===== config.mk =====
export PLATFORM = sky130hd
export DESIGN_NAME = seq_mult_ctrl
export DESIGN_NICKNAME = d
export VERILOG_FILES = /design/src/rtl/seq_mult_pkg.sv /design/src/rtl/seq_mult_ctrl_iter_cnt.sv /design/src/rtl/seq_mult_ctrl.sv
export SDC_FILE = /design/constraint.sdc
export NUM_CORES = 1
export LEC_CHECK = 0
export CORE_AREA = 2 2 39 41
export DETAILED_ROUTE_END_ITERATION = 8
export DIE_AREA = 0 0 41 43
export GPL_ROUTABILITY_DRIVEN = 0
export HOLD_SLACK_MARGIN = 0.03
export MAX_ROUTING_LAYER = met4
export PLACE_DENSITY_LB_ADDON = 0.08
export SLEW_MARGIN = 20
export SYNTH_ARGS = -nofsm -noshare
export SYNTH_HDL_FRONTEND = slang
export SYNTH_HIERARCHICAL = 1
export SYNTH_SLANG_ARGS = --single-unit

===== constraint.sdc =====
create_clock -name clk -period 3.34 [get_ports clk]
set_clock_uncertainty 0.05 [all_clocks]
set_input_delay 0.668 -clock clk [delete_from_list [all_inputs] [get_ports clk]]
set_output_delay 0.668 -clock clk [all_outputs]
set_load 0.01 [all_outputs]

===== src/rtl/seq_mult_pkg.sv =====
// Shared types for the iterative multiplier sequencer: FSM states, {add,sub} op code,
// and the iteration-counter width helper.
package seq_mult_pkg;

  typedef enum logic [1:0] {
    ST_IDLE = 2'd0,
    ST_LOAD = 2'd1,
    ST_RUN  = 2'd2,
    ST_DONE = 2'd3
  } state_e;

  typedef struct packed {
    logic add;
    logic sub;
  } op_t;

  // Counter must hold the value N itself (held while DONE), hence N+1 codes.
  function automatic int unsigned cnt_width(input int unsigned n);
    return $clog2(n + 1);
  endfunction

endpackage


===== src/rtl/seq_mult_ctrl_iter_cnt.sv =====
// Iteration counter: synchronous clear beats enable; flags the last iteration (count == N-1).
module mult_iter_cnt
  import seq_mult_pkg::*;
#(
  parameter int unsigned N     = 6,
  parameter int unsigned CNT_W = cnt_width(N)
) (
  input  logic             clk,
  input  logic             rst_n,
  input  logic             clr,
  input  logic             en,
  output logic [CNT_W-1:0] count,
  output logic             term
);

  logic [CNT_W-1:0] r_count;

  always_ff @(posedge clk or negedge rst_n) begin
    if (!rst_n) begin
      r_count <= '0;
    end else if (clr) begin
      r_count <= '0;
    end else if (en) begin
      r_count <= r_count + CNT_W'(1);
    end
  end

  assign count = r_count;
  assign term  = (r_count == CNT_W'(N - 1));

endmodule


===== src/rtl/seq_mult_ctrl.sv =====
// Control sequencer for an N-bit iterative shift-add multiplier datapath.
// Define SEQ_MULT_BOOTH_EN for radix-2 Booth (signed) decode; default is unsigned shift-add.
module seq_mult_ctrl
  import seq_mult_pkg::*;
#(
  parameter int unsigned N = 6
) (
  input  logic                    clk,
  input  logic                    rst_n,
  input  logic                    start,
  input  logic                    abort,
  input  logic                    q0,
  input  logic                    qm1,
  output logic                    load,
  output logic                    add,
  output logic                    sub,
  output logic                    shift,
  output logic                    busy,
  output logic                    done,
  output logic [cnt_width(N)-1:0] iter
);

  localparam int unsigned CNT_W = cnt_width(N);

  state_e           r_state;
  logic             r_load;
  logic             r_shift;
  logic             r_busy;
  logic             r_done;
  logic             w_accept;
  logic             w_clr;
  logic             w_en;
  logic             w_term;
  logic [CNT_W-1:0] w_count;
  op_t              w_op;

  assign w_accept = start && ((r_state == ST_IDLE) || (r_state == ST_DONE));
  assign w_clr    = abort || w_accept;
  assign w_en     = (r_state == ST_RUN);

  mult_iter_cnt #(
    .N     (N),
    .CNT_W (CNT_W)
  ) u_cnt (
    .clk   (clk),
    .rst_n (rst_n),
    .clr   (w_clr),
    .en    (w_en),
    .count (w_count),
    .term  (w_term)
  );

  // Sequencer; Moore outputs are registered alongside the state they decode.
  always_ff @(posedge clk or negedge rst_n) begin
    if (!rst_n) begin
      r_state <= ST_IDLE;
      r_load  <= 1'b0;
      r_shift <= 1'b0;
      r_busy  <= 1'b0;
      r_done  <= 1'b0;
    end else if (abort) begin
      r_state <= ST_IDLE;
      r_load  <= 1'b0;
      r_shift <= 1'b0;
      r_busy  <= 1'b0;
      r_done  <= 1'b0;
    end else begin
      case (r_state)
        ST_IDLE, ST_DONE: begin
          if (start) begin
            r_state <= ST_LOAD;
            r_load  <= 1'b1;
            r_busy  <= 1'b1;
            r_done  <= 1'b0;
          end
        end
        ST_LOAD: begin
          r_state <= ST_RUN;
          r_load  <= 1'b0;
          r_shift <= 1'b1;
        end
        ST_RUN: begin
          if (w_term) begin
            r_state <= ST_DONE;
            r_shift <= 1'b0;
            r_busy  <= 1'b0;
            r_done  <= 1'b1;
          end
        end
        default: begin
          r_state <= ST_IDLE;
          r_load  <= 1'b0;
          r_shift <= 1'b0;
          r_busy  <= 1'b0;
          r_done  <= 1'b0;
        end
      endcase
    end
  end

`ifndef SEQ_MULT_BOOTH_EN
  logic w_unused_qm1;
  assign w_unused_qm1 = qm1;
`endif

  // Mealy add/sub decode, applied in the same cycle as the shift.
  always_comb begin
    w_op.add = 1'b0;
    w_op.sub = 1'b0;
    if (r_state == ST_RUN) begin
`ifdef SEQ_MULT_BOOTH_EN
      case ({q0, qm1})
        2'b10:   w_op.sub = 1'b1;
        2'b01:   w_op.add = 1'b1;
        default: w_op.add = 1'b0;
      endcase
`else
      w_op.add = q0;
`endif
    end
  end

  assign load  = r_load;
  assign shift = r_shift;
  assign busy  = r_busy;
  assign done  = r_done;
  assign add   = w_op.add;
  assign sub   = w_op.sub;
  assign iter  = w_count;

endmodule


=== Yosys cells after proc, flatten, opt, wreduce, memory -nomap -nowiden ===
Index checks and enable logic that the tools add are counted.

* Output and inout port bits: 9
* Bits of input ports: 6
* Word-level logic and storage cells: 45
* Flip-flop bits (word level): 9

* Mux-type cells: 19
* Reductions and logical operators: 13
* Equality and inequality tests: 6
* Add/sub/neg operators: 1

{| class="wikitable"
|+ Operators with widths
! operator !! count
|-
| 1-bit two-way mux || 9
|-
| 3-bit nonzero test || 3
|-
| 1-bit one-hot mux with 2 select lines || 4
|-
| 2-bit two-way mux || 3
|-
| 3-bit two-way mux || 2
|-
| 3-bit != test (second input constant) || 2
|-
| 2-bit one-hot mux with 3 select lines || 1
|-
| 2-bit AND reduction || 3
|-
| 2-bit == test (second input constant) || 2
|-
| 3-bit by 1-bit adder with 3-bit output (second input constant) || 1
|-
| 3-bit == test (second input constant) || 1
|-
| 3-bit AND reduction || 1
|-
| 2-bit by 1-bit == test with 1-bit output (second input constant) || 1
|-
| 2-bit logical NOT || 1
|-
| 1-bit logical OR || 2
|-
| 2-bit nonzero test || 1
|-
| 2-bit OR reduction || 1
|-
| 1-bit logical AND || 1
|}

=== Logic depth before layout (Yosys ltp) ===
Gate-level depths: netlist of the first run.

* Depth in word-level cells: 5
* Depth in mapped cells: 7
* Gate-level depth less buffers: 6

=== Cells and area by module ===
The synthesis of the first run kept the hierarchy.

{| class="wikitable"
|+ Modules (own cells, without submodules)
! module !! area each (µm²) !! cells each !! seq. area each (µm²) !! times used
|-
| seq_mult_ctrl || 396.6 || 38 || 150.1 || 1
|-
| mult_iter_cnt || 156.4 || 14 || 75.1 || 1
|}

=== Worst setup path after synthesis of the first run ===
OpenSTA, ideal clock, no wires.

* Path type: register -> register
* Start point: reg u_cnt.r_count[0] (netlist: u_cnt/count[0])
* End point: reg r_state[1]
* Path slack: 1.756 ns
* Cell stages (with the launch flop): 7
* Arrival time: 1.415 ns
* Required time: 3.171 ns
* Library setup time: 0.119 ns
* Buffers on the path: 1
* Clock period less this slack: 1.584 ns
* Cell sequence: dfrtp_1 -> ha_1 -> and2_1 -> nand2b_1 -> buf_6 -> and2b_2 -> o21ba_2

* Word-level cells in the longest chain between the ends: 3

{| class="wikitable"
|+ RTL lines
! item !! line !! RTL
|-
| start, declared || seq_mult_ctrl_iter_cnt.sv:16 || <nowiki>logic [CNT_W-1:0] r_count;</nowiki>
|-
| start signal, assigned || seq_mult_ctrl_iter_cnt.sv:24 || <nowiki>r_count <= r_count + CNT_W'(1);</nowiki>
|-
| 3-bit == test || seq_mult_ctrl_iter_cnt.sv:29 || <nowiki>assign term = (r_count == CNT_W'(N - 1));</nowiki>
|-
| named net w_term || seq_mult_ctrl.sv:33 || <nowiki>logic w_term;</nowiki>
|-
| 3-bit != test (no source line) || - ||
|-
| 2-bit AND reduction (no source line) || - ||
|-
| end signal, assigned || seq_mult_ctrl.sv:56 || <nowiki>r_state <= ST_IDLE;</nowiki>
|-
| end signal, assigned || seq_mult_ctrl.sv:62 || <nowiki>r_state <= ST_IDLE;</nowiki>
|-
| end signal, assigned || seq_mult_ctrl.sv:71 || <nowiki>r_state <= ST_LOAD;</nowiki>
|-
| end, declared || seq_mult_ctrl.sv:25 || <nowiki>state_e r_state;</nowiki>
|}

The timed path passes the listed nets, and every way through them passes these cells.
A chain may end at the register's enable or synchronous reset.

=== Worst setup path after layout of the first run ===
* Start point: in q0
* End point: out add

* Word-level cells in the longest chain between the ends: 1

{| class="wikitable"
|+ RTL lines
! item !! line !! RTL
|-
| start, declared || seq_mult_ctrl.sv:12 || <nowiki>input logic q0,</nowiki>
|-
| 1-bit two-way mux || seq_mult_ctrl.sv:110 || <nowiki>if (r_state == ST_RUN) begin</nowiki>
|-
| end, declared || seq_mult_ctrl.sv:15 || <nowiki>output logic add,</nowiki>
|}

No other way between the ends.

==> metrics.txt, run 1 <==
GRT busiest layer=met1; post-CTS sizing=0; Arr. time, crit path=1.74 ns; top cell type by total area after synthesis=dfrtp_1; CP required=2.62 ns; non-filler cells, final=82; Crit path top cell by count=clkdlybuf4s50_1; vias per cell=4.83; area grow syn2layout=26.7%; die footprint=1760 um2; critical path class=in -> out; M1 GR Usage=20.9%; First-pass DRT Iterations=4; pins over their slew limit=0; Post-DP Area=674 um2; IO Port Bufs=12; number of synthesized flops with an enable pin=0; Worst path max stage delay=0.52 ns; routing usage on met3=3.14%; Min-Delay Path Class=reg -> reg; fin crit share=73.6%; top-count cell post-synth=dfrtp_1; syn avg cell area=10.6 um2; Post-synth ARST share=100%; Synth Flop Type=dfrtp_1; cell family with most CP delay=buffers and inverters; fraction of layout cells with a size suffix above 1=15.2%; top cell type's share of synthesized area=40.7%; final hold vios=0; maximum vdd drop=0.359 mV; final setup TNS=0 ns; Worst setup EP type=output port; fill count=131; clock sinks=9; status=finished, final reports clean; max cap viols=0; first-pass GRT wire length=1.52 mm; synthesized instance count=52; DP Cell Count=78; Routed Antenna Nets=0; initial core utilization=40.0%; total number of yosys warnings=6; syn_nets=63; GRT overflow=0; Core Region=1380 um2; startpoint class of the critical path=input port; fmax=407 MHz; CTS tree=yes; Min Clock Period, post-route=2.46 ns; Min Hold Slack=0.532 ns; fin area=701 um2; setup bufs post-CTS=0; Die X=41 um; cts hold-fix bufs=0; largest net degree at the start of global routing=10; Post-Route WL=947 um; clk buf depth=2; Root Driver=clkbuf_4; number of global-route vias before repair=345; Detailed Route Iter0 Violations=2; row count=14; Wirelength per Cell=11.5 um; CTS Buf Count=3; total I/O pin count=15; DP HPWL=726 um; H-Tree Depth=1; register area share after synthesis=40.7%; final net count=78; initial antenna violation count=0; Unique masters post-synth=26; GR Layer Usage met2=15.6%; CP Buf/Inv Count=2; worst-path cell chain=clkdlybuf4s50_1 -> and2_1 -> clkdlybuf4s50_1; DRC=0; Setup-failing EPs final=0; dominant cells by area after synthesis=dfrtp_1 41%, ha_1 11%, a21oi_1 4.5%, a21bo_2 3.6%, inv_1 3.4%; P per Cell Area=713 nW/um2; die height=43 um; clk_lat worst skew=0.25 ns; Max FO, Critical Path=1; Pleak=0.306 nW; Worst-path clk slew=0.06 ns; flops & latches, synth=9; Tot GR Track Use=13.3%; Slowest-stage cell, CP=clkdlybuf4s50_1; Synth Cell Area=553 um2; synth cell count leaders=9 x dfrtp_1, 5 x a21oi_1, 5 x ha_1, 5 x inv_1; unrepaired setup endpoints after global routing=false; # diodes=0; vias=396
==> worst register-to-register path: stages (launching register included) <==
cell and delay [ns]:
dfrtp_1 0.42, ha_1 0.20, and2_1 0.17, nand2b_1 0.27, and2b_2 0.25, o21ba_2 0.19
==> final timing paths <==
check                          startpoint        endpoint  slack, ns  cells after the start
max in group asynchronous           rst_n  u_cnt/count[1]       2.29                      1
max                                    q0             add       0.88                      3
min                                 shift           shift       0.53                      2
min reg2reg                         shift           shift       0.53                      2
min in group asynchronous           rst_n      r_state[0]       0.66                      1
max reg2reg                u_cnt/count[0]      r_state[1]       1.68                      5
==> area by class of cell <==
cell class	instances	area (um2)	share of cell area (%)
clock buffer	4	26.3	3.75
inverter	5	18.8	2.68
multi-input combinational	36	290	41.4
sequential	9	225	32.1
tap	16	20.0	2.86
timing repair buffer	12	120	17.1
==> routing by layer <==
layer  part of all wire, %  vias to the layer above
li1                      -                      205
met1                    51                      185
met2                    44                        6
met3                   4.5                        0
met4                     0                        0
met5                     0                        -
==> registers in the layout, indices dropped and copies added, names as in the netlist <==
signal       flops
busy             1
done             1
load             1
shift            1
r_state          2
u_cnt/count      3
==> where the power goes <==
group          switching [mW]  internal, mW
registers              0.0220         0.140
logic                   0.120         0.135
clock network          0.0364        0.0459
==> stage by stage <==
| stage | power, mW | setup slack [ns] | util, % |
|---|---|---|---|
| final | 0.499 | 0.882 | 50.6 |
| after global routing | 0.542 | 0.816 | 50.6 |
| after CTS | 0.506 | 0.876 | 50.6 |
| after detailed placement | 0.422 | 0.876 | 48.7 |
| after global placement | 0.420 | 0.873 | 48.7 |
| after floorplan | 0.345 | 1.76 | - |
==> logic make-up (layout without fill, tap and decap cells) <==
kind of cell	after synthesis	in the layout	synth area share [%]
AOI/OAI and AO/OA	17	17	23.5
and+or+nand+nor	11	11	12.7
DFF	9	9	40.7
buffers and inverters	7	21	6.79
adders and majority gates	5	5	11.3
other	1	1	0.678
xor gates and xnor gates	1	1	1.58
muxes	1	1	2.71
==> cell usage in the layout, fill, tap and decap left out, drive strengths merged <==
cell type	instances
ha	5
nand2b	2
nor2	2
and2	2
a21oi	6
o21ai	1
xnor2	1
nand3b	2
a21o	1
inv	5
clkbuf	4
a21bo	2
mux2	1
and2b	1
nor2b	1
a311oi	1
dfrtp	9
o21ba	1
or2b	1
a211oi	3
a211o	1
clkdlybuf4s50	12
conb	1
a2bb2oi	1
No activity file was read; power rests on OpenSTA's default activity.
==> run 2, diff against run 1 <==
--- a/config.mk
+++ b/config.mk
@@ -5,9 +5,9 @@
 export SDC_FILE = /design/constraint.sdc
 export NUM_CORES = 1
 export LEC_CHECK = 0
-export CORE_AREA = 2 2 39 41
+export CORE_MARGIN = 1
+export CORE_UTILIZATION = 40
 export DETAILED_ROUTE_END_ITERATION = 8
-export DIE_AREA = 0 0 41 43
 export GPL_ROUTABILITY_DRIVEN = 0
 export HOLD_SLACK_MARGIN = 0.03
 export MAX_ROUTING_LAYER = met4
==> constraint.sdc (replaced) <==
create_clock -name clk -period 2.1 [get_ports clk]
set_clock_uncertainty 0.05 [all_clocks]
set_input_delay 0.42 -clock clk [delete_from_list [all_inputs] [get_ports clk]]
set_output_delay 0.42 -clock clk [all_outputs]
set_load 0.01 [all_outputs]
==> run 2 against run 1 <==
  * Critical path depth shrank 2
  * Largest power group unchanged
  * Sequential cell count did not move
  * Power is 60% higher
==> metrics.txt, run 2 (synthesis gave the netlist of run 1 again) <==
fmax=587 MHz; Tot GR Track Use=17.6% (was 13.3%); Post-DP Area=673 um2 (was 674 um2); Pleak=0.322 nW (was 0.306 nW); area grow syn2layout=27.4% (was 26.7%); IO Port Bufs=12 (unchanged); sequential share of power=32.4% (was 32.5%); non-filler cells, final=81 (was 82); most common cell after layout, fill and taps aside=clkdlybuf4s50_1 (unchanged); Routed Antenna Nets=0 (unchanged); DP HPWL=743 um (was 726 um); clock share of power=16.8% (was 16.5%); final setup TNS=0 ns (unchanged); unrepaired setup endpoints after global routing=false (unchanged); First-pass DRT Iterations=3 (was 4); Pwr Total=0.801 mW (was 0.499 mW); Wirelength per Cell=12.1 um (was 11.5 um); internal power=0.514 mW (was 0.321 mW); clk_lat worst skew=0.26 ns (was 0.25 ns); row count=13 (was 14); Post-Route WL=984 um (was 947 um); die height=39.2 um (was 43 um); Detailed Route Iter0 Violations=1 (was 2); DRC=0 (unchanged); Root Driver=clkbuf_4 (unchanged); combinational share of power=50.9% (was 51.1%); H-Tree Depth=1 (unchanged); critical path class=reg -> out (was in -> out); die footprint=1540 um2 (was 1760 um2); fill count=134 (was 131); most frequent cells in the layout=11 x clkdlybuf4s50_1, 9 x dfrtp_1, 5 x inv_1, 5 x a21oi_1, 4 x ha_1 (was 12 x clkdlybuf4s50_1, 9 x dfrtp_1, 5 x inv_1, 5 x a21oi_1, 5 x ha_1); Min Clock Period, post-route=1.70 ns; Worst path max stage delay=0.56 ns (was 0.52 ns); CP required=1.63 ns (was 2.62 ns); initial core utilization=42.5% (was 40.0%); P per Cell Area=1140 nW/um2 (was 713 nW/um2); status=finished, final reports clean (unchanged); vias per cell=5.07 (was 4.83); Setup-failing EPs final=0 (unchanged); clk buf depth=2 (unchanged); fin area=704 um2 (was 701 um2); maximum vdd drop=0.618 mV (was 0.359 mV); fin crit share=81.1%; Arr. time, crit path=1.23 ns (was 1.74 ns); Die X=39.2 um (was 41 um); # diodes=0 (unchanged); largest net degree at the start of global routing=10 (unchanged); final hold vios=0 (unchanged); P_sw=0.288 mW (was 0.179 mW); Min-Delay Path Class=in -> async (was reg -> reg); fraction of layout cells with a size suffix above 1=16.7% (was 15.2%); worst-path cell chain=clkdlybuf4s50_1 (was clkdlybuf4s50_1 -> and2_1 -> clkdlybuf4s50_1); Slowest-stage cell, CP=clkdlybuf4s50_1 (unchanged); Worst setup EP type=output port (unchanged); cell family with most CP delay=buffers and inverters (unchanged); first-pass GRT wire length=1.66 mm (was 1.52 mm); Worst-path clk slew=0.06 ns (about the same); DP Cell Count=77 (was 78); CP Buf/Inv Count=1 (was 2); pins over their slew limit=0 (unchanged); initial antenna violation count=0 (unchanged); max cap viols=0 (unchanged); final net count=78 (unchanged); GRT overflow=0 (unchanged); CTS tree=yes (unchanged); Max FO, Critical Path=4 (was 1); CTS Buf Count=3 (unchanged); Largest register FFs=3 (unchanged); vias=411 (was 396); setup bufs post-CTS=0 (unchanged); sw frac=35.9% (was 35.8%); number of global-route vias before repair=402 (was 345); startpoint class of the critical path=register (was input port); Core Region=1300 um2 (was 1380 um2); clock sinks=9 (unchanged); total I/O pin count=15 (unchanged)
-- run 2: routing by layer --
layer	global-route usage [%]	share of wire, %
met1	21.8	48
met4	5.17	0
met2	23.8	45
met5	-	0
met3	10.4	7.0
-- run 2: path summary, 6_finish.rpt --
kind	startpoint	to	slack, ns	cells after the start
max	u_cnt/count[0]	iter[0]	0.40	1
min	rst_n	done	0.41	1
max reg2reg	u_cnt/count[0]	r_state[1]	0.46	5
min reg2reg	u_cnt/count[2]	u_cnt/count[2]	0.54	2
max in group asynchronous	rst_n	busy	1.29	1
min in group clk	u_cnt/count[2]	u_cnt/count[2]	0.54	2
-- run 2: through the flow --
step | utilization, % | hold slack (ns) | setup slack, ns
6_report | 54.1 | 0.407 | 0.396
5_1_grt | 54.1 | 0.442 | 0.307
4_1_cts | 53.9 | 0.416 | 0.00697
3_5_place_dp | 51.7 | 0.537 | 0.138
3_3_place_gp | 51.7 | 0.511 | 0.134
2_1_floorplan | - | 0.0744 | 0.516
-- run 2: layout make-up --
class | instances | area (um2) | area share, %
Multi-Input combinational cell | 36 | 293 | 41.6
Clock buffer | 4 | 26.3 | 3.73
Sequential cell | 9 | 225 | 32.0
Tap cell | 15 | 18.8 | 2.66
Inverter | 5 | 18.8 | 2.66
Timing Repair Buffer | 12 | 123 | 17.4
-- run 2: timing repair --
item | in CTS | in global routing
pin swaps | 0 | 0
hold buffers | 0 | 0
setup endpoints to repair | 1 | 1
cloned | 0 | 0
gates resized for setup | 1 | 1
endpoints found under the hold margin | 0 | 0
-- run 2: power by group through the flow --
stage	Clock [mW]	Combinational [mW]	Sequential, mW
2_1_floorplan	0	0.276	0.274
3_3_place_gp	0	0.407	0.262
3_5_place_dp	0	0.406	0.264
4_1_cts	0.145	0.414	0.260
5_1_grt	0.149	0.460	0.267
6_report	0.134	0.408	0.259
